File: src/rtl/alu_seq.sv
// alu_seq -- multi-byte arithmetic sequencer driving an 8-bit ALU.
//
// A command (op, invert, initial carry, byte count minus 1) starts a word.
// Operand byte pairs arrive LSB first over a valid/ready handshake. Each
// pair goes to the ALU for one cycle, and the ALU carry flag is chained
// into the next byte. Result bytes stream out over a second valid/ready
// handshake. A one-cycle done pulse ends the word, and the aggregate
// flags are then presented on flags.
//
// Parameters:
//   LEN_W       width of the length field; a word is 1..2^LEN_W bytes
// Ports:
//   clk, rst_n  clock (rising edge); asynchronous active-low reset
//   start       command strobe, sampled only when idle
//   cmd_op/cmd_invert/cmd_carry/cmd_len   command fields, latched on start
//   busy        high whenever a word is in progress
//   in_valid/in_ready/in_a/in_b           operand byte stream
//   alu_a/alu_b/alu_op/alu_invert/alu_carry/alu_n_oe   ALU drive
//   alu_result/alu_flags                  ALU response {ovf, sign, carry, zero}
//   out_valid/out_ready/out_data/out_last result byte stream
//   done        one-cycle completion pulse
//   flags       aggregate word flags {ovf, sign, carry, zero}
//
// Build option: define ALU_SEQ_ABORT_EN to add an abort input. Abort
// returns the sequencer to idle on the next edge, with no done pulse and
// with flags left unchanged.
module alu_seq #(
  parameter int LEN_W = 2
) (
  input  logic             clk,
  input  logic             rst_n,
  input  logic             start,
  input  logic [3:0]       cmd_op,
  input  logic             cmd_invert,
  input  logic             cmd_carry,
  input  logic [LEN_W-1:0] cmd_len,
  output logic             busy,
  input  logic             in_valid,
  output logic             in_ready,
  input  logic [7:0]       in_a,
  input  logic [7:0]       in_b,
  output logic [7:0]       alu_a,
  output logic [7:0]       alu_b,
  output logic [3:0]       alu_op,
  output logic             alu_invert,
  output logic             alu_carry,
  output logic             alu_n_oe,
  input  logic [7:0]       alu_result,
  input  logic [3:0]       alu_flags,
  output logic             out_valid,
  input  logic             out_ready,
  output logic [7:0]       out_data,
  output logic             out_last,
  output logic             done,
`ifdef ALU_SEQ_ABORT_EN
  input  logic             abort,
`endif
  output logic [3:0]       flags
);

  typedef enum logic [2:0] {S_IDLE, S_LOAD, S_EXEC, S_OUT, S_DONE} state_t;

  state_t           state_q, state_d;
  logic [3:0]       op_q, op_d;
  logic             inv_q, inv_d;
  logic [LEN_W-1:0] len_q, len_d;
  logic [LEN_W-1:0] cnt_q, cnt_d;
  logic             carry_q, carry_d;
  logic             zero_q, zero_d;
  logic             sign_q, sign_d;
  logic             ovf_q, ovf_d;
  logic [7:0]       a_q, a_d;
  logic [7:0]       b_q, b_d;
  logic [7:0]       data_q, data_d;
  logic [3:0]       flags_q, flags_d;
  logic             busy_q, busy_d;
  logic             out_valid_q, out_valid_d;
  logic             out_last_q, out_last_d;
  logic             done_q, done_d;
  logic             n_oe_q, n_oe_d;

  always_comb begin
    state_d = state_q;
    op_d    = op_q;
    inv_d   = inv_q;
    len_d   = len_q;
    cnt_d   = cnt_q;
    carry_d = carry_q;
    zero_d  = zero_q;
    sign_d  = sign_q;
    ovf_d   = ovf_q;
    a_d     = a_q;
    b_d     = b_q;
    data_d  = data_q;
    flags_d = flags_q;

    case (state_q)
      S_IDLE: begin
        if (start) begin
          op_d    = cmd_op;
          inv_d   = cmd_invert;
          len_d   = cmd_len;
          cnt_d   = '0;
          carry_d = cmd_carry;
          zero_d  = 1'b1;
          state_d = S_LOAD;
        end
      end
      S_LOAD: begin
        if (in_valid) begin
          a_d     = in_a;
          b_d     = in_b;
          state_d = S_EXEC;
        end
      end
      S_EXEC: begin
        // The word is zero only if every byte is zero; sign and overflow
        // only matter for the most significant byte, so the last one wins.
        data_d  = alu_result;
        carry_d = alu_flags[1];
        zero_d  = zero_q & alu_flags[0];
        sign_d  = alu_flags[2];
        ovf_d   = alu_flags[3];
        state_d = S_OUT;
      end
      S_OUT: begin
        if (out_ready) begin
          if (cnt_q == len_q) begin
            state_d = S_DONE;
          end else begin
            // Only incremented below len, so it never wraps.
            cnt_d   = cnt_q + 1'b1;
            state_d = S_LOAD;
          end
        end
      end
      S_DONE: begin
        flags_d = {ovf_q, sign_q, carry_q, zero_q};
        state_d = S_IDLE;
      end
      default: state_d = S_IDLE;
    endcase

`ifdef ALU_SEQ_ABORT_EN
    // Abort overrides any handshake completing in the same cycle.
    if (abort && (state_q != S_IDLE)) begin
      state_d = S_IDLE;
      flags_d = flags_q;
    end
`endif

    // Status outputs are decoded from the next state so they are registered.
    busy_d      = (state_d != S_IDLE);
    out_valid_d = (state_d == S_OUT);
    out_last_d  = (state_d == S_OUT) && (cnt_d == len_d);
    done_d      = (state_d == S_DONE);
    n_oe_d      = (state_d != S_EXEC);
  end

  always_ff @(posedge clk or negedge rst_n) begin
    if (!rst_n) begin
      state_q     <= S_IDLE;
      op_q        <= '0;
      inv_q       <= 1'b0;
      len_q       <= '0;
      cnt_q       <= '0;
      carry_q     <= 1'b0;
      zero_q      <= 1'b0;
      sign_q      <= 1'b0;
      ovf_q       <= 1'b0;
      a_q         <= '0;
      b_q         <= '0;
      data_q      <= '0;
      flags_q     <= '0;
      busy_q      <= 1'b0;
      out_valid_q <= 1'b0;
      out_last_q  <= 1'b0;
      done_q      <= 1'b0;
      n_oe_q      <= 1'b1;
    end else begin
      state_q     <= state_d;
      op_q        <= op_d;
      inv_q       <= inv_d;
      len_q       <= len_d;
      cnt_q       <= cnt_d;
      carry_q     <= carry_d;
      zero_q      <= zero_d;
      sign_q      <= sign_d;
      ovf_q       <= ovf_d;
      a_q         <= a_d;
      b_q         <= b_d;
      data_q      <= data_d;
      flags_q     <= flags_d;
      busy_q      <= busy_d;
      out_valid_q <= out_valid_d;
      out_last_q  <= out_last_d;
      done_q      <= done_d;
      n_oe_q      <= n_oe_d;
    end
  end

  // in_ready depends on state only, never on in_valid.
  assign in_ready   = (state_q == S_LOAD);
  assign busy       = busy_q;
  assign alu_a      = a_q;
  assign alu_b      = b_q;
  assign alu_op     = op_q;
  assign alu_invert = inv_q;
  assign alu_carry  = carry_q;
  assign alu_n_oe   = n_oe_q;
  assign out_valid  = out_valid_q;
  assign out_data   = data_q;
  assign out_last   = out_last_q;
  assign done       = done_q;
  assign flags      = flags_q;

endmodule

File: config.mk
export PLATFORM = sky130hd
export DESIGN_NAME = alu_seq
export DESIGN_NICKNAME = d
export VERILOG_FILES = /design/src/rtl/alu_seq.sv
export SDC_FILE = /design/constraint.sdc
export NUM_CORES = 1
export LEC_CHECK = 0
export BUFFER_PORTS_ARGS = -buffer_cell sky130_fd_sc_hd__buf_2
export CAP_MARGIN = 20
export CORE_MARGIN = 3
export CORE_UTILIZATION = 47
export DETAILED_ROUTE_END_ITERATION = 8
export MAX_ROUTING_LAYER = met4
export PLACE_DENSITY = 0.78
export SLEW_MARGIN = 20
export SYNTH_ARGS = -nofsm -noshare
export SYNTH_HDL_FRONTEND = slang
export SYNTH_SLANG_ARGS = --single-unit
File: constraint.sdc
create_clock -name clk -period 2 [get_ports clk]
set_input_delay 0.4 -clock clk [delete_from_list [all_inputs] [get_ports clk]]
set_output_delay 0.4 -clock clk [all_outputs]
set_load 0.03 [all_outputs]
* Word level (Yosys, flattened, before mapping)
Cells that the tools add are included.
** Word-level totals
- Register bits :: 49
- Logic and storage cells :: 52
** Cells by class
- Bitwise logic cells :: 1
- Reduce and logical (&&, ||, !) cells :: 7
- Add/sub/neg operators :: 1
- Equality and inequality tests :: 10
- Mux-type cells :: 15
** Operators by type and width (count)
- 3-bit 2-to-1 mux :: 4
- 3-bit one-hot mux with 4 select lines :: 1
- 2-bit 2-to-1 mux :: 5
- 3-bit by 2-bit == test with 1-bit output, second input constant :: 3
- 3-bit == test, second input constant :: 2
- 2-bit AND reduction :: 3
- 2-bit == test :: 2
- 1-bit one-hot mux with 2 select lines :: 2
- 2-bit one-hot mux with 2 select lines :: 1
- 3-bit by 1-bit == test with 1-bit output, second input constant :: 1
- 3-bit zero test :: 1
- 3-bit by 2-bit != test with 1-bit output, second input constant :: 1
- 3-bit nonzero test :: 1
- 2-bit by 1-bit adder with 2-bit output, second input constant :: 1
- 1-bit 2-to-1 mux :: 2
- 2-bit != test, second input constant :: 1
- 2-bit nonzero test :: 1
- 1-bit bitwise AND :: 1
- 1-bit logical AND :: 1

* Logic depth before layout (Yosys ltp)
Gate-level depths: netlist of the first run.
- Depth in word-level cells :: 6
- Gate-level depth with buffers :: 7
- Mapped depth without buffers :: 4

* Least setup slack after synthesis of the first run
OpenSTA, ideal clock, no wires.
- Path type :: register to register
- From :: reg state_q[0]
- To :: reg a_q[0] (netlist: alu_a[0])
- Required time :: 1.875 ns
- Cell stages (with the launch flop) :: 7
- Slack :: -0.433 ns
- Data arrival time :: 2.308 ns
- Path buffers :: 3
- Cells stage by stage :: dfrtp_1 -> buf_2 -> nor3b_1 -> and2_1 -> buf_2 -> buf_2 -> mux2_2
** Between the ends
- Word-level cells in the longest chain between the ends :: 2
** RTL lines
- start: declaration :: RTL line 63 : state_t state_q, state_d;
- start signal: assignment :: RTL line 181 : state_q <= state_d;
- 3-bit by 1-bit == test with 1-bit output
- named net in_ready :: RTL line 39 : output logic in_ready,
- 2-bit AND reduction (no source line)
- end signal: assignment :: RTL line 171 : a_q <= '0;
- end signal: assignment :: RTL line 190 : a_q <= a_d;
- end: declaration :: RTL line 72 : logic [7:0] a_q, a_d;
The timed path passes the listed nets, and every way through them passes these cells.
A chain may end at the register's enable or synchronous reset.

* Final worst setup path of the first run
- From :: reg state_q[2]
- To :: reg out_last_q (netlist: out_last)
** Between the ends
- Word-level cells in the longest chain between the ends :: 4
- Elaborated cells on any way between the ends :: 13
** RTL lines
- 3-bit by 2-bit == test with 1-bit output (tied with other cells) :: RTL line 97 : case (state_q)
- 3-bit one-hot mux with 4 select lines (tied with other cells) :: RTL line 97
- 3-bit by 2-bit == test with 1-bit output or 2-bit == test (tied branches) :: RTL line 155 : out_last_d = (state_d == S_OUT) && (cnt_d == len_d);
- 1-bit logical AND (*) :: RTL line 155
- named net out_last_d :: RTL line 78 : logic out_last_q, out_last_d;
- end signal: assignment :: RTL line 196 : out_last_q <= out_last_d;
- end: declaration :: RTL line 78
The timed path passes the listed nets; every way through them passes the cells marked *.

==> results of run 1 <==
==> final cells by class <==
type / instances / area, sq um
clock buffer: 7 / 96.34
multi-input combinational: 91 / 714.4
tap: 48 / 60.06
inverter: 1 / 3.754
sequential: 49 / 1227
fill: 311 / 1286
timing repair buffer: 88 / 460.4
clock inverter: 1 / 5.005
==> per-layer routing <==
layer | vias up | share of wire, % | global-route usage (%) | wire [microns]
met4 | 0 | 0.99 | 5.846 | 40
met5 | - | 0 | - | 0
met3 | 5 | 7.9 | 5.114 | 319
met2 | 58 | 47 | 28.12 | 1909
li1 | 685 | - | - | -
met1 | 694 | 44 | 23.13 | 1770
==> synth_stat cells (2+ instances only) <==
master,count,share of area [%]
buf_2,4,1.0
buf_6,2,1.1
clkbuf_1,2,0.38
dfrtp_1,48,61
o31ai_1,2,0.76
nand2_1,20,3.8
nor2_1,9,1.7
xnor2_1,2,0.88
and2_1,2,0.63
nor2b_1,3,0.95
nor3b_1,3,1.1
nand3_1,2,0.50
a21oi_1,3,0.76
mux2_2,30,17
==> metrics by stage <==
step / setup slack [ps] / hold slack [ps]
global placement: 319.8 / 403.6
floorplan: 24.75 / 104.4
finish: 201.6 / 59.79
detailed placement: 242.6 / 403.5
global route: 91.70 / 94.43
CTS: 217.1 / 80.74
==> sequential cells by signal, indices dropped and copies added (netlist names), 2 cells and up <==
| name | count |
|---|---|
| alu_a | 8 |
| alu_b | 8 |
| alu_op | 4 |
| cnt_q | 2 |
| flags | 4 |
| len_q | 2 |
| out_data | 8 |
| state_q | 3 |
==> cell families (layout without fill, tap and decap cells) <==
logic type	count (synthesis)	count (layout)	synth area share, %
and+or+nand+nor	45	45	11.92
muxes	32	32	18.28
DFF	49	49	61.85
xor gates and xnor gates	2	2	0.8829
AOI/OAI and AO/OA	12	12	4.350
buffers and inverters	9	97	2.711
==> where the power goes <==
part,leakage (uW),internal [uW],switching [uW]
combinational,0.000654,870,1390
sequential,0.000595,1460,300
clock,0.0000542,313,315
total,0.00130,2640,2010
==> worst max-delay path by stage <==
stage | startpoint | to | slack, ps | cells past startpoint
6_report | state_q[2] | out_last | 200 | 4
5_1_grt | state_q[1] | out_last | 90 | 4
4_1_cts | state_q[1] | out_last | 220 | 4
3_5_place_dp | state_q[1] | out_last | 240 | 4
3_3_place_gp | state_q[1] | out_last | 320 | 4
2_1_floorplan | state_q[0] | alu_a[0] | 20 | 6
==> critical path, cell delays in order, from the launching register on <==
cell     delay [ps]
dfrtp_1         500
or4b_1          650
a22oi_1         320
or3b_1          160
a21oi_1          60
==> metrics.md, run 1 <==
| Metric | Value |
|---|---|
| CTS H-tree lvls | 2 |
| CTS tree | yes |
| Area Growth Syn to Fin | 29.38% |
| GRT Total Usage | 18.15% |
| Layout cell share with drive strength beyond 1 | 54.85% |
| Port Buffer Count | 80 |
| Leakage power | 0.001303 uW |
| Root Buffer | clkbuf_8 |
| Worst skew pair latency | 290 ps |
| Cells after DPL | 277 |
| Most frequent cells in the layout | 80 x buf_2, 48 x dfrtp_1, 30 x mux2_2, 20 x nand2_1, 9 x nor2_1 |
| Congestion Overflow GR | 0 |
| Commonest non-fill, non-tap cell in the layout | buf_2 |
| Prevailing post-synth register cell | dfrtp_1 |
| Startpoint Class | flop |
| Distinct cells, synth | 31 |
| Max_slew headroom | 66.45% |
| Critical path data arrival time | 1980 ps |
| Final nets | 277 |
| Crit Reg-Reg Endpoint | out_last |
| Final Util | 66.62% |
| Post-route cell area | 2567 sq um |
| Unrepaired setup endpoints after global routing | false |
| # resized after CTS | 0 |
| DRT Pass-1 Iters | 4 |
| Worst Hold Class | input port to asynchronous set/reset pin |
| Achievable Freq | 556.0 MHz |
| Starting Density | 51.49% |
| Final count of hold timing violations | 0 |
| Wirelength per Cell | 14.18 microns |
| Fin Setup TNS | 0 ps |
| Synth Instances | 149 |
| Ys async rst share | 100.0% |
| Hold_buf cts | 0 |
| Placed Area | 2466 sq um |
| Worst Path Max Fanout | 8 |
| Post-Synthesis Cell Area | 1984 sq um |
| Clock transition at the registers of the reported paths | 90 ps |
| Avg Cell Area, Syn | 13.32 sq um |
| Flop2flop setup slack | 200 ps |
| Die Area | 5037 sq um |
| Peak VDD IR | 1.278 mV |
| Net Count, Synth | 190 |
| Chip width | 70.98 microns |
| Fin Clk Skew | 3.522 ps |
| First-pass GRT wire length | 7010 microns |
| DP Wirelength | 3076 microns |
| Detailed-route wire length | 4040 microns |
| Clock Sinks | 49 |
| Period Utilization, post-route | 89.92% |
| Non-filler cells in the finished layout | 285 |
| #FFs+latches synth | 49 |
| Initial antenna violation count | 0 |
| Tot Pwr | 4650 uW |
| Status | finished, final reports clean |
| Drt initial violations | 98 |
| Crit path kind | flop to flop |
| Final GP Congestion | 0.7672 |
| Vias in the first global route | 1508 |
| Clk buf depth | 2 |
| Row count | 22 |
| Vias after detailed routing | 1442 |
| Minimum clock period | 1798 ps |
| Tightest Pin Transition | 503.2 ps |
| Final setup fails | 0 |
| EDFF count, synth | 0 |
| Pwr/cell area | 1811 nW/um^2 |
| Worst R2R Path Depth | 4 |
| Max cap viols | 0 |
| Yosys Warn Count | 0 |
| Worst setup EP type | flop |
| N_diodes | 0 |
| Largest net degree at the start of global routing | 25 |
| Io pins | 81 |
| Reg2Reg Launch Point | state_q[2] |
| Setup bufs post-CTS | 0 |
| WP data required | 2180 ps |
| Die height | 70.98 microns |
| Post-route antenna net violation count | 0 |
| Residual DRC | 0 |
| TritonCTS Buffers | 5 |
| CORE AREA | 3854 sq um |
| Max Slew Vio Count | 0 |
| Routed vias/inst | 5.060 |
| Seq/Total Area, Yosys | 61.85% |
No activity file was read; power rests on OpenSTA's default activity.
==> inputs of run 2 (changes only) <==
Settings changed: PLACE_DENSITY 0.78 to 0.8.
==> run 2 against run 1 <==
Against the previous run: die area did not move; clock skew rose by 5.1 ps; global-route usage fell by 0.39 points; critical endpoint unchanged; largest cell class unchanged.
==> metrics.md, run 2 (synthesis results as in run 1) <==
| Metric | Value |
|---|---|
| Status | finished, final reports clean |
| Psw | 1981 uW (-1.3%) |
| Worst Path Max Fanout | 9 (+1) |
| Critical path's top delay family | simple AND/OR/NAND/NOR gates |
| Final setup fails | 0 (unchanged) |
| Pwr/cell area | 1829 nW/um^2 (+0.98%) |
| Initial antenna violation count | 0 (unchanged) |
| Post-route antenna net violation count | 0 (unchanged) |
| TritonCTS Buffers | 5 (unchanged) |
| Fin Clk Skew | 8.646 ps (+5.123 ps) |
| Io pins | 81 (unchanged) |
| CP cell instances | or4b_1 -> a22oi_1 -> or3b_1 -> a21oi_1 |
| Detailed-route wire length | 4042 microns (about the same) |
| Unrepaired setup endpoints after global routing | false |
| Clock transition at the registers of the reported paths | 90 ps (about the same) |
| # resized after CTS | 0 (unchanged) |
| Routed vias/inst | 5.070 (+0.21%) |
| Period Utilization, post-route | 88.61% (-1.3 points) |
| DRT Pass-1 Iters | 4 (unchanged) |
| Worst R2R Path Depth | 4 (unchanged) |
| Area Growth Syn to Fin | 29.76% |
| Final nets | 276 (-0.36%) |
| CTS H-tree lvls | 2 (unchanged) |
| GRT Total Usage | 17.76% (-0.39 points) |
| Crit-path max cell delay | 640 ps (about the same) |
| Sw frac | 42.06% (-1.1 points) |
| Final Util | 66.82% (+0.19 points) |
| Hold_buf cts | 0 (unchanged) |
| N_diodes | 0 (unchanged) |
| Most frequent cells in the layout | 80 x buf_2, 48 x dfrtp_1, 30 x mux2_2, 20 x nand2_1, 9 x nor2_1 |
| Fin Setup TNS | 0 ps (unchanged) |
| Row count | 22 (unchanged) |
| Register share of total power | 37.5% (-0.3 points) |
| Critical path's slowest cell | or4b_1 |
| Clk buf depth | 2 (unchanged) |
| Vias after detailed routing | 1440 (-0.14%) |
| Largest net degree at the start of global routing | 23 (-8.0%) |
| Combinational share of power | 47.5% (-1.1 points) |
| Final GP Congestion | 0.7192 (-6.3%) |
| DP Wirelength | 3051 microns (-0.79%) |
| Levels on crit path | 4 (unchanged) |
| Crit Reg-Reg Endpoint | out_last |
| Reg2Reg Launch Point | state_q[1] |
| Achievable Freq | 564.2 MHz (+1.5%) |
| Worst skew pair latency | 290 ps (about the same) |
| Chip width | 70.98 microns (unchanged) |
| Clock Sinks | 49 (unchanged) |
| Max_slew headroom | 68.20% (+1.7 points) |
| Worst Hold Class | input port to asynchronous set/reset pin |
| Wirelength per Cell | 14.23 microns (+0.40%) |
| First-pass GRT wire length | 6872 microns (-2.0%) |
| Final count of hold timing violations | 0 (unchanged) |
| Commonest non-fill, non-tap cell in the layout | buf_2 |
| Flop2flop setup slack | 230 ps (+30 ps) |
| WP buf/inv | 0 (unchanged) |
| Worst setup EP type | flop |
| Die Area | 5037 sq um (unchanged) |
| CORE AREA | 3854 sq um (unchanged) |
| Clock power share | 15.0% (+1.5 points) |
| Port Buffer Count | 80 (unchanged) |
| Leakage power | 0.001302 uW (about the same) |
| Layout cell share with drive strength beyond 1 | 54.24% (-0.62 points) |
| Peak VDD IR | 0.9932 mV (-22%) |
| Max cap viols | 0 (unchanged) |
| Residual DRC | 0 (unchanged) |
| Critical path data arrival time | 1940 ps (-40 ps) |
| WP data required | 2170 ps (about the same) |
| Vias in the first global route | 1506 (-0.13%) |
| P_int | 2729 uW (+3.3%) |
| Congestion Overflow GR | 0 (unchanged) |
| Root Buffer | clkbuf_8 |
| Drt initial violations | 93 (-5.1%) |
| CTS tree | yes |
| Setup bufs post-CTS | 0 (unchanged) |
| Startpoint Class | flop |
| Crit path kind | flop to flop |
| Tightest Pin Transition | 477.1 ps (-26.16 ps) |
| Minimum clock period | 1772 ps (-26.17 ps) |
| Max Slew Vio Count | 0 (unchanged) |
| Die height | 70.98 microns (unchanged) |
| Starting Density | 51.49% (unchanged) |
==> run 2: per-layer routing <==
metal,vias to the layer above,GRT usage (%),wire length (microns)
met4,0,4.384,24
met1,704,22.62,1845
met5,-,-,0
met2,54,28.32,1918
li1,680,-,-
met3,2,4.830,254
==> run 2: layout make-up <==
cell class                      instances  area (sq um)
Clock buffer                            7         86.33
Clock inverter                          1         30.03
Fill cell                             311          1279
Inverter                                1         3.754
Multi-Input combinational cell         91         714.4
Sequential cell                        49          1227
Tap cell                               48         60.06
Timing Repair Buffer                   87         452.9
==> run 2: how the worst max path moves through the flow <==
stage | start | endpoint | slack, ps
2_1_floorplan | state_q[0] | alu_a[0] | 20
3_3_place_gp | state_q[1] | out_last | 330
3_5_place_dp | state_q[1] | out_last | 270
4_1_cts | state_q[1] | out_last | 230
5_1_grt | state_q[1] | out_last | 140
6_report | state_q[1] | out_last | 230
==> run 2: power by group through the flow <==
stage | Sequential, uW | Combinational (uW) | Clock (uW)
floorplan | 2460 | 951 | 0
global placement | 1760 | 2220 | 0
detailed placement | 1780 | 2270 | 0
CTS | 1770 | 2270 | 733
global route | 1840 | 2400 | 771
finish | 1770 | 2240 | 705
==> run 2: metrics by stage <==
stage	area, sq um	cells	total power (uW)	hold WS (ps)	worst slack, ps
after floorplan	1996	149	3407	104.4	24.75
after detailed placement	2459	276	4043	387.8	267.6
final	2575	284	4709	52.71	227.7
after global placement	2459	276	3985	386.7	328.2
after CTS	2575	284	4769	65.32	226.8
after global routing	2575	284	5012	77.60	142.0
